===== config.mk =====
export PLATFORM = sky130hd
export DESIGN_NAME = seq_div_usign
export DESIGN_NICKNAME = d
export VERILOG_FILES = /design/src/rtl/div_pkg.sv /design/src/rtl/div_step.sv /design/src/rtl/seq_div_usign.sv
export SDC_FILE = /design/constraint.sdc
export NUM_CORES = 1
export LEC_CHECK = 0
export BUFFER_PORTS_ARGS = -buffer_cell sky130_fd_sc_hd__buf_2
export CAP_MARGIN = 0
export CORE_ASPECT_RATIO = 1.2
export CORE_UTILIZATION = 35
export DETAILED_ROUTE_END_ITERATION = 10
export GPL_TIMING_DRIVEN = 0
export PLACE_DENSITY = 0.57
export SLEW_MARGIN = 10
export SYNTH_ARGS = -nofsm -noshare
export SYNTH_HDL_FRONTEND = slang
export SYNTH_SLANG_ARGS = --single-unit

===== constraint.sdc =====
create_clock -name clk -period 2.5 [get_ports clk]
set_input_delay 0.5 -clock clk [delete_from_list [all_inputs] [get_ports clk]]
set_output_delay 0.5 -clock clk [all_outputs]
set_load 0.05 [all_outputs]

===== src/rtl/div_pkg.sv =====
// Shared definitions for the sequential divider: FSM state encoding and default widths.
package div_pkg;

  localparam int DIV_N = 8;
  localparam int DIV_M = 8;

  typedef enum logic [1:0] {
    IDLE = 2'd0,
    BUSY = 2'd1,
    DONE = 2'd2
  } state_t;

endpackage


===== src/rtl/div_step.sv =====
// One restoring-division step: shift the next dividend bit into the partial
// remainder, subtract the divisor if it fits, and report the quotient bit.
module div_step #(
  parameter int M = 8
) (
  input  logic [M:0]   rem_i,
  input  logic         a_msb_i,
  input  logic [M-1:0] b_i,
  output logic [M:0]   rem_o,
  output logic         q_bit_o
);

  logic [M+1:0] shifted;
  logic [M:0]   diff;

  always_comb begin
    shifted = {rem_i, a_msb_i};
    // A zero divisor always "fits", which yields an all-ones quotient and
    // leaves the dividend's low bits in the remainder.
    q_bit_o = (shifted >= {2'b00, b_i});
    diff    = shifted[M:0] - {1'b0, b_i};
    rem_o   = q_bit_o ? diff : shifted[M:0];
  end

endmodule


===== src/rtl/seq_div_usign.sv =====
// Sequential restoring divider, one quotient bit per clock, latency N+1 cycles.
// Defining SEQ_DIV_SIGNED_EN adds port sg for two's-complement operation.
module seq_div_usign
  import div_pkg::*;
#(
  parameter int N = DIV_N,
  parameter int M = DIV_M
) (
  input  logic         clk,
  input  logic         rst,
  input  logic         start,
  input  logic [N-1:0] A,
  input  logic [M-1:0] B,
`ifdef SEQ_DIV_SIGNED_EN
  input  logic         sg,
`endif
  output logic [N-1:0] Q,
  output logic [M-1:0] R,
  output logic         busy,
  output logic         done,
  output logic         dz
);

  localparam int CW = $clog2(N + 1);

  state_t         state_q, state_d;
  logic [CW-1:0]  cnt_q, cnt_d;
  logic [N-1:0]   a_q, a_d;
  logic [M-1:0]   b_q, b_d;
  logic [M:0]     rem_q, rem_d;
  logic           q_neg_q, q_neg_d;
  logic           r_neg_q, r_neg_d;
  logic [N-1:0]   q_q, q_d;
  logic [M-1:0]   r_q, r_d;
  logic           dz_q, dz_d;

  logic [N-1:0]   a_in;
  logic [M-1:0]   b_in;
  logic           q_neg_in, r_neg_in;
  logic [M:0]     step_rem;
  logic           step_q_bit;

  div_step #(.M(M)) u_step (
    .rem_i   (rem_q),
    .a_msb_i (a_q[N-1]),
    .b_i     (b_q),
    .rem_o   (step_rem),
    .q_bit_o (step_q_bit)
  );

  // Operands are reduced to magnitudes at capture; signs are reapplied at completion.
  always_comb begin
    a_in     = A;
    b_in     = B;
    q_neg_in = 1'b0;
    r_neg_in = 1'b0;
`ifdef SEQ_DIV_SIGNED_EN
    if (sg && (B != '0)) begin
      a_in     = A[N-1] ? -A : A;
      b_in     = B[M-1] ? -B : B;
      q_neg_in = A[N-1] ^ B[M-1];
      r_neg_in = A[N-1];
    end
`endif
  end

  // NOTE: every next-state signal gets its default first so no path leaves it
  // unassigned, which would otherwise infer a latch.
  always_comb begin
    state_d = state_q;
    cnt_d   = cnt_q;
    a_d     = a_q;
    b_d     = b_q;
    rem_d   = rem_q;
    q_neg_d = q_neg_q;
    r_neg_d = r_neg_q;
    q_d     = q_q;
    r_d     = r_q;
    dz_d    = dz_q;

    case (state_q)
      IDLE, DONE: begin
        if (start) begin
          a_d     = a_in;
          b_d     = b_in;
          rem_d   = '0;
          cnt_d   = '0;
          q_neg_d = q_neg_in;
          r_neg_d = r_neg_in;
          state_d = BUSY;
        end else begin
          state_d = IDLE;
        end
      end
      BUSY: begin
        if (cnt_q == CW'(N)) begin
          q_d     = q_neg_q ? -a_q : a_q;
          r_d     = r_neg_q ? -rem_q[M-1:0] : rem_q[M-1:0];
          dz_d    = (b_q == '0);
          state_d = DONE;
        end else begin
          // The dividend register doubles as the quotient: bits shift out the top, results in at the bottom.
          a_d   = (a_q << 1) | N'(step_q_bit);
          rem_d = step_rem;
          cnt_d = cnt_q + CW'(1);
        end
      end
      default: state_d = IDLE;
    endcase
  end

  // NOTE: sequential state uses non-blocking assignments so all registers
  // update together from values sampled before the edge.
  always_ff @(posedge clk or posedge rst) begin
    if (rst) begin
      state_q <= IDLE;
      cnt_q   <= '0;
      a_q     <= '0;
      b_q     <= '0;
      rem_q   <= '0;
      q_neg_q <= 1'b0;
      r_neg_q <= 1'b0;
      q_q     <= '0;
      r_q     <= '0;
      dz_q    <= 1'b0;
    end else begin
      state_q <= state_d;
      cnt_q   <= cnt_d;
      a_q     <= a_d;
      b_q     <= b_d;
      rem_q   <= rem_d;
      q_neg_q <= q_neg_d;
      r_neg_q <= r_neg_d;
      q_q     <= q_d;
      r_q     <= r_d;
      dz_q    <= dz_d;
    end
  end

  assign Q    = q_q;
  assign R    = r_q;
  assign dz   = dz_q;
  assign busy = (state_q == BUSY);
  assign done = (state_q == DONE);

endmodule


==> results of run 1 <==
-- worst reg2reg max path, cell delays in order, from the launching register on --
cell and delay [ns]:
dfrtp_1 0.39, inv_1 0.06, ha_1 0.20, fa_1 0.39
nand2b_1 0.23, a21oi_4 0.21, o21a_2 0.17, buf_2 0.22
o21ai_1 0.10, a32o_1 0.25
-- metrics by stage --
stage          std cells  utilization  area, sq um  setup slack (ns)
4_1_cts              374        0.427         2940             0.114
2_1_floorplan        241            -         2510             0.424
6_report             374        0.428         2950             0.171
5_1_grt              374        0.428         2950            0.0270
3_5_place_dp         366        0.409         2820             0.130
3_3_place_gp         365        0.406         2800             0.133
-- registers in the layout, indices dropped and copies added, names as in the netlist --
| register | count |
|---|---|
| a_q | 8 |
| cnt_q | 4 |
| Q | 8 |
| state_q | 2 |
| R | 8 |
| b_q | 8 |
| rem_q | 9 |
| dz | 1 |
-- placed cells by master, fill, tap and decap left out, types with 3 or more instances in the layout --
master    Yosys  final
nand3_1       5      5
mux2i_1       7      7
o21ai_1      13     13
clkbuf_8      0      6
nand2b_1      5      5
mux2_2       16     16
xor2_1        4      4
ha_1         10     10
o21ai_0       8      8
dfrtp_1      48     48
buf_2         5     42
o221ai_1      3      3
nand2_1      35     35
o211ai_1      6      6
inv_1        13     12
a21oi_1       7      7
nor2_1        8      8
-- metal layers --
metal | routed length, um | GRT usage | up-vias
li1 | - | - | 933
met1 | 2510 | 0.205 | 925
met2 | 2730 | 0.279 | 37
met3 | 187 | 0.0329 | 5
met4 | 60 | 0.0455 | 0
met5 | 0 | 0 | -
-- worst paths after layout --
check                                 to  slack (ns)
worst max-delay path            rem_q[1]        0.17
worst min-delay path                Q[3]        0.11
worst max register to register  rem_q[1]        0.17
worst min register to register      R[1]        0.51
max in group asynchronous         a_q[7]        1.91
min in group clk                  b_q[0]        0.39
-- cells by family (layout without fill, tap and decap cells) --
group / after synthesis / in the layout / synth area share
AND/OR/NAND/NOR: 72 / 72 / 0.139
AO/OA/AOI/OAI: 57 / 57 / 0.156
flip-flops: 48 / 48 / 0.479
buffers and inverters: 25 / 71 / 0.0499
multiplexers: 23 / 23 / 0.0999
adder cells (fa/ha/maj): 11 / 11 / 0.0579
XOR/XNOR: 5 / 5 / 0.0175
-- area by class of cell --
type | count | area, sq um
Timing Repair Buffer | 38 | 205
Clock inverter | 2 | 38.8
Fill cell | 692 | 3950
Tap cell | 87 | 109
Multi-Input combinational cell | 168 | 1190
Clock buffer | 6 | 82.6
Buffer | 11 | 70.1
Sequential cell | 48 | 1200
Inverter | 14 | 55.1
==> flow_summary_export.csv, run 1 <==
group,metric,value,unit
run_status,status,"complete, no violations",
yosys,synth-edff-count,0,
yosys,synth_top_area_share,0.479,
setup_path,crit_arrival,2.52,ns
run,drv_cap,0,
sta,fin_crit,2.33,ns
setup_path,rr_worst_depth,9,
route,drt-total-wl,5480,um
floorplan,die-area,7500,sq um
final_layout,finalNetCount,316,
final_layout,layout-drive-gt1-share,0.300,
setup_path,cp-start-kind,"flop",
route,ant_nets,0,
yosys,syn_nets,271,
clock_network,cts_resized,0,
sta,finalMaxSlewViolations,0,
sta,max_slew_margin,0.577,
clock_network,clock_sinks,48,
yosys,yosysUniqueCellTypes,53,
place,dpl.hpwl,4070,um
setup_path,crit_fanout,10,
sta,worstMarginPinSlew,0.634,ns
route,firstDrtPassIters,4,
clock_network,postCtsSetupRepairBufs,0,
setup_path,r2r_start,"a_q[7]",
yosys,async_flop_share,1.00,
setup_path,path_class,"flop to flop",
clock_network,numCtsBuffers,5,
route,vias,1900,
final_layout,area_growth,17.7,%
grt,grt_max_degree,39,
route,via_per_inst,5.08,
route,wl_per_cell,14.6,um
setup_path,critPathLaunch,"a_q[7]",
grt,antenna_found_initial,0,
floorplan,num_rows,33,
yosys,syn_area_per_cell,10.4,sq um
yosys,yosys-top-cells-area,"dfrtp_1 (48%), mux2_2 (7.2%), nand2_1 (5.2%)",
yosys,synth_common_cells,"dfrtp_1 (48), nand2_1 (35), mux2_2 (16)",
clock_network,cts_tree,"yes",
grt,grt_first_pass_wirelength,9270,um
sta,rsz0062_at_grt,"false",
sta,finalSetupTns,0,ns
yosys,ys_seq_area_frac,0.479,
place,portBuffers,37,
grt,overflow,0,
clock_network,cts_hold_buf,0,
setup_path,cp-end-kind,"flop",
setup_path,cp_cell_sequence,"inv_1 -> ha_1 -> fa_1 -> nand2b_1 -> a21oi_4 -> o21a_2 -> buf_2 -> o21ai_1 -> a32o_1",
setup_path,cp_top_family,"compound AO/OA/AOI/OAI gates",
route,drt_iter0_drc,99,
clock_network,cts_buffer_depth,2,
grt,grt_use_total,0.162,
floorplan,die_w,79.2,um
place,place_congestion,0.838,
clock_network,cts-root-buf,"clkbuf_8",
final_layout,diodes,0,
sta,period_share,0.932,
sta,holdWs,0.112,ns
floorplan,core_area,6900,sq um
setup_path,cp.buffers_inverters,2,
setup_path,required,2.69,ns
sta,skew,0.00853,ns
setup_path,worst_path_max_delay_cell,"dfrtp_1",
clock_network,cts_max_level,2,
yosys,yosysMostFrequentCell,"dfrtp_1",
yosys,yosys_most_used_dff,"dfrtp_1",
yosys,syn_area,2510,sq um
setup_path,crit_cells,9,
yosys,syn_inst,241,
clock_network,insertion_delay,0.30,ns
clock_network,path_clk_slew,0.09,ns
setup_path,max_stage_delay,0.39,ns
hold_path,hold_class,"input port to async pin",
yosys,ys_warn_count,0,
yosys,synth_seq_cells,48,
sta,max_freq,429,MHz
yosys,synth_top_cell_by_area,"dfrtp_1",
floorplan,start_util,0.363,
grt,grt_pass1_vias,1960,
sta,setup_viol_count_final,0,
sta,hold_viol_final,0,
floorplan,num_io_pins,38,
route,drc,0,
floorplan,die_y,94.7,um
Power of run 1 is left out: the tool's default activity adds up to more than one toggle a clock period on the data nets, which glitch-free logic cannot reach.
==> inputs of run 2 (changes only) <==
Settings changed: PLACE_DENSITY 0.57 to 0.5.
==> flow_summary_export.csv, run 2 (synthesized netlist as in run 1, its figures left out) <==
group,metric,value,unit
clock_network,path_clk_slew,0.09,ns
setup_path,crit_fanout,10,
grt,grt_first_pass_wirelength,9760,um
floorplan,die_w,79.2,um
sta,max_freq,426,MHz
setup_path,required,2.70,ns
run_status,status,"complete, no violations",
setup_path,rr_worst_depth,9,
floorplan,start_util,0.363,
final_layout,largest-register,"rem_q",
sta,period_share,0.939,
route,via_per_inst,5.02,
final_layout,fin_area,2920,sq um
setup_path,crit_arrival,2.55,ns
floorplan,num_rows,33,
sta,hold_viol_final,0,
floorplan,core_area,6900,sq um
floorplan,die-area,7500,sq um
final_layout,regArea,1200,sq um
place,placed_cell_area,2820,sq um
setup_path,cp-start-kind,"flop",
route,wl_per_cell,15.4,um
route,firstDrtPassIters,4,
final_layout,nFillCells,683,
route,drt-total-wl,5760,um
sta,max_slew_margin,0.597,
setup_path,ff2ff_setup_slack,0.15,ns
sta,finalSetupTns,0,ns
sta,finalMaxSlewViolations,0,
grt,grt_pass1_vias,1995,
route,drt_iter0_drc,48,
final_layout,area_growth,16.6,%
final_layout,finalNetCount,316,
clock_network,cts_hold_buf,0,
final_layout,final_cells,374,
setup_path,max_stage_delay,0.40,ns
grt,overflow,0,
final_layout,layout-drive-gt1-share,0.296,
run,drv_cap,0,
sta,worstMarginPinSlew,0.605,ns
setup_path,rr_endpoint,"rem_q[1]",
final_layout,diodes,0,
place,place_congestion,0.809,
sta,rsz0062_at_grt,"false",
route,drc,0,
grt,antenna_found_initial,0,
final_layout,layout_common_cells,"dfrtp_1 (48), buf_2 (42), nand2_1 (35), mux2_2 (16), o21ai_1 (13)",
route,ant_nets,0,
setup_path,r2r_start,"a_q[7]",
sta,skew,0.00788,ns
hold_path,hold_class,"input port to async pin",
sta,setup_viol_count_final,0,
sta,post-route-worst-setup-slack,0.153,ns
floorplan,die_y,94.7,um
clock_network,numCtsBuffers,5,
setup_path,path_class,"flop to flop",
grt,grt_max_degree,31,
clock_network,cts_max_level,2,
floorplan,num_io_pins,38,
clock_network,cts_buffer_depth,2,
clock_network,clock_sinks,48,
clock_network,cts_tree,"yes",
clock_network,insertion_delay,0.30,ns
final_layout,multi_input_area,1190,sq um
setup_path,worst_path_max_delay_cell,"dfrtp_1",
setup_path,cp_cell_sequence,"inv_1 -> ha_1 -> fa_1 -> nand2b_1 -> a21oi_4 -> o21a_2 -> buf_2 -> o21ai_1 -> a32o_1",
place,dpl.hpwl,4240,um
sta,fin_crit,2.35,ns
route,vias,1878,
setup_path,cp-end-kind,"flop",
place,place_inst,366,
final_layout,layout_commonest_cell,"dfrtp_1",
clock_network,cts-root-buf,"clkbuf_8",
grt,grt_use_total,0.172,
place,pre_cts_ws,0.113,ns
place,portBuffers,37,
final_layout,largest_reg_flops,9,
run 2: layout make-up:
cell class              instances  share of cell area
clock buffers                   7              0.0296
repair buffers                 38              0.0702
plain buffers                  11              0.0240
flip-flops and latches         48               0.411
multi-input cells             168               0.406
well taps                      87              0.0373
inverters                      14              0.0188
clock inverters                 1             0.00257
run 2: worst max path at each step:
stage	start	endpoint	slack, ns
3_5_place_dp	a_q[7]	rem_q[1]	0.11
2_1_floorplan	b_q[0]	rem_q[1]	0.42
5_1_grt	a_q[7]	rem_q[0]	0.003
6_report	a_q[7]	rem_q[1]	0.15
3_3_place_gp	rst	R[5]	0.1
4_1_cts	a_q[7]	rem_q[1]	0.09
run 2: repair_timing:
| action | in CTS | in global routing |
|---|---|---|
| setup endpoints to repair | 0 | 4 |
| setup buffers | 0 | 0 |
| resized for setup | 0 | 1 |
run 2: critical path, delay by kind of cell, from the launching register on:
kind / cells / cell delay (ns)
buffers and inverters: 2 / 0.28
DFF: 1 / 0.40
AOI/OAI and AO/OA: 4 / 0.73
adders and majority gates: 2 / 0.60
and+or+nand+nor: 1 / 0.23
run 2: through the flow:
stage / utilization / hold WS (ns)
after global placement: 0.406 / 0.487
after floorplan: - / 0.471
after detailed placement: 0.409 / 0.490
after global routing: 0.424 / 0.213
after CTS: 0.423 / 0.188
final: 0.424 / 0.182
run 2: metal layers:
layer / GRT usage / up-vias / share of wire
met4: 0.0500 / 0 / 0.013
met1: 0.213 / 902 / 0.46
met3: 0.0329 / 6 / 0.039
li1: - / 936 / -
met5: 0 / - / 0
met2: 0.302 / 34 / 0.49
Power of run 2 is left out for the same reason.
==> inputs of run 3 (changes only) <==
Settings changed: ABC_AREA from default to 1.
==> flow_summary_export.csv, run 3 <==
group,metric,value,unit
route,drc,0,
floorplan,start_util,0.365,
final_layout,layout_common_cells,"nand2_1 (101), inv_1 (49), dfrtp_1 (48), buf_2 (39), nand3_1 (21)",
clock_network,cts_hold_buf,0,
floorplan,die_w,81.5,um
grt,grt_first_pass_wirelength,10400,um
sta,finalMaxSlewViolations,0,
yosys,async_flop_share,1.00,
yosys,syn_nets,352,
clock_network,cts_tree,"yes",
final_layout,layout-drive-gt1-share,0.236,
yosys,synth_common_cells,"nand2_1 (101), inv_1 (50), dfrtp_1 (48)",
sta,fin_crit,2.06,ns
route,via_per_inst,4.65,
route,wl_met3,177,um
place,place_congestion,0.806,
clock_network,cts_buffer_depth,2,
grt,grt_use_total,0.172,
floorplan,num_rows,34,
floorplan,die-area,7930,sq um
yosys,syn_area_per_cell,8.24,sq um
route,wl_per_cell,12.7,um
clock_network,cts-root-buf,"clkbuf_8",
floorplan,die_y,97.4,um
route,drt_iter0_drc,112,
setup_path,cp-end-kind,"output pin",
final_layout,largest_reg_flops,9,
route,ant_nets,0,
yosys,yosys_most_used_dff,"dfrtp_1",
sta,worstMarginPinSlew,0.465,ns
clock_network,insertion_delay,0.30,ns
sta,period_share,0.822,
yosys,ys_seq_area_frac,0.453,
floorplan,core_area,7270,sq um
route,vias,2130,
setup_path,rr_endpoint,"rem_q[7]",
setup_path,required,2.00,ns
final_layout,largest-register,"rem_q",
yosys,ys_warn_count,0,
yosys,yosysMostFrequentCell,"nand2_1",
hold_path,hold_class,"input port to async pin",
setup_path,cp-start-kind,"flop",
setup_path,crit_arrival,1.56,ns
setup_path,rr_worst_depth,10,
yosys,syn_area,2650,sq um
route,wl_met2,2800,um
sta,max_freq,487,MHz
route,m1WireLength,2640,um
setup_path,worst_path_max_delay_cell,"dfrtp_1",
place,portBuffers,37,
setup_path,path_class,"flop to output pin",
clock_network,cts_max_level,2,
final_layout,area_growth,15.6,%
yosys,synth_top_area_share,0.453,
clock_network,postCtsSetupRepairBufs,0,
floorplan,num_io_pins,38,
run_status,status,"complete, no violations",
sta,skew,0.0108,ns
yosys,synth-edff-count,0,
grt,overflow,0,
setup_path,crit_fanout,10,
sta,hold_viol_final,0,
yosys,syn_inst,322,
clock_network,clock_sinks,48,
setup_path,ff2ff_setup_slack,0.53,ns
setup_path,cpMostUsedCell,"buf_2",
sta,rsz0062_at_grt,"false",
clock_network,cts_resized,0,
yosys,synth_top_cell_by_area,"dfrtp_1",
final_layout,layout_commonest_cell,"nand2_1",
yosys,synth_seq_cells,48,
route,firstDrtPassIters,4,
grt,grt_max_degree,37,
place,dpl.hpwl,4460,um
sta,finalSetupTns,0,ns
setup_path,cp_cell_sequence,"inv_1 -> nand2_2 -> inv_2 -> buf_2 -> buf_2",
run,drv_cap,0,
grt,grt_pass1_vias,2172,
clock_network,path_clk_slew,0.10,ns
final_layout,diodes,0,
yosys,yosysUniqueCellTypes,29,
clock_network,numCtsBuffers,5,
setup_path,max_stage_delay,0.37,ns
grt,antenna_found_initial,0,
route,highest_layer,"met4",
sta,setup_viol_count_final,0,
sta,max_slew_margin,0.689,
setup_path,r2r_start,"b_q[0]",
route,drt-total-wl,5840,um
yosys,yosys-top-cells-area,"dfrtp_1 (45%), nand2_1 (14%), inv_1 (7.1%)",
final_layout,finalNetCount,397,
[run 3: cell types whose count changed after synthesis, moves of 7 or more]
cell,delta
nand2_1,+66
mux2i_1,-7
inv_1,+37
o21ai_2,+16
nand3_1,+16
mux2_2,-16
[run 3: cells by family after synthesis]
kind of cell / synth area share
AOI/OAI and AO/OA: 0.132
xor gates and xnor gates: 0.00991
adders and majority gates: 0.0547
buffers and inverters: 0.116
DFF: 0.453
and+or+nand+nor: 0.235
[run 3: worst max path at each step]
stage | to | slack, ns | cells after the start | from
after floorplan | rem_q[7] | 0.74 | 10 | b_q[0]
after global placement | R[5] | 0.07 | 2 | rst
after detailed placement | rem_q[7] | 0.54 | 10 | b_q[0]
after CTS | busy | 0.42 | 5 | state_q[1]
after global routing | busy | 0.34 | 5 | state_q[1]
final | busy | 0.44 | 5 | state_q[1]
[run 3: metal layers]
metal,vias up,track usage
met3,14,0.0310
met5,-,0
met4,0,0.0755
li1,1100,-
met2,40,0.278
met1,976,0.219
[run 3: final cells by class]
class | instances | area, sq um
flip-flops and latches | 48 | 1200
fillers | 760 | 4210
clock buffers | 6 | 82.6
multi-input cells | 211 | 1140
inverters | 55 | 219
repair buffers | 38 | 205
clock inverters | 2 | 13.8
plain buffers | 8 | 87.6
well taps | 90 | 113
[run 3: metrics by stage]
step / utilization / std cells / hold slack [ns] / area [sq um] / setup slack [ns]
finish: 0.422 / 458 / 0.123 / 3070 / 0.445
global route: 0.422 / 458 / 0.140 / 3070 / 0.343
CTS: 0.422 / 458 / 0.134 / 3070 / 0.417
detailed placement: 0.408 / 450 / 0.462 / 2970 / 0.540
global placement: 0.406 / 449 / 0.462 / 2950 / 0.0666
floorplan: - / 322 / 0.459 / 2650 / 0.736
[run 3: critical path: cells and delay by family, from the launching register on]
kind / cells / cell delay, ns
DFF: 1 / 0.37
buffers and inverters: 4 / 0.81
and+or+nand+nor: 1 / 0.08
Power of run 3 is left out for the same reason.
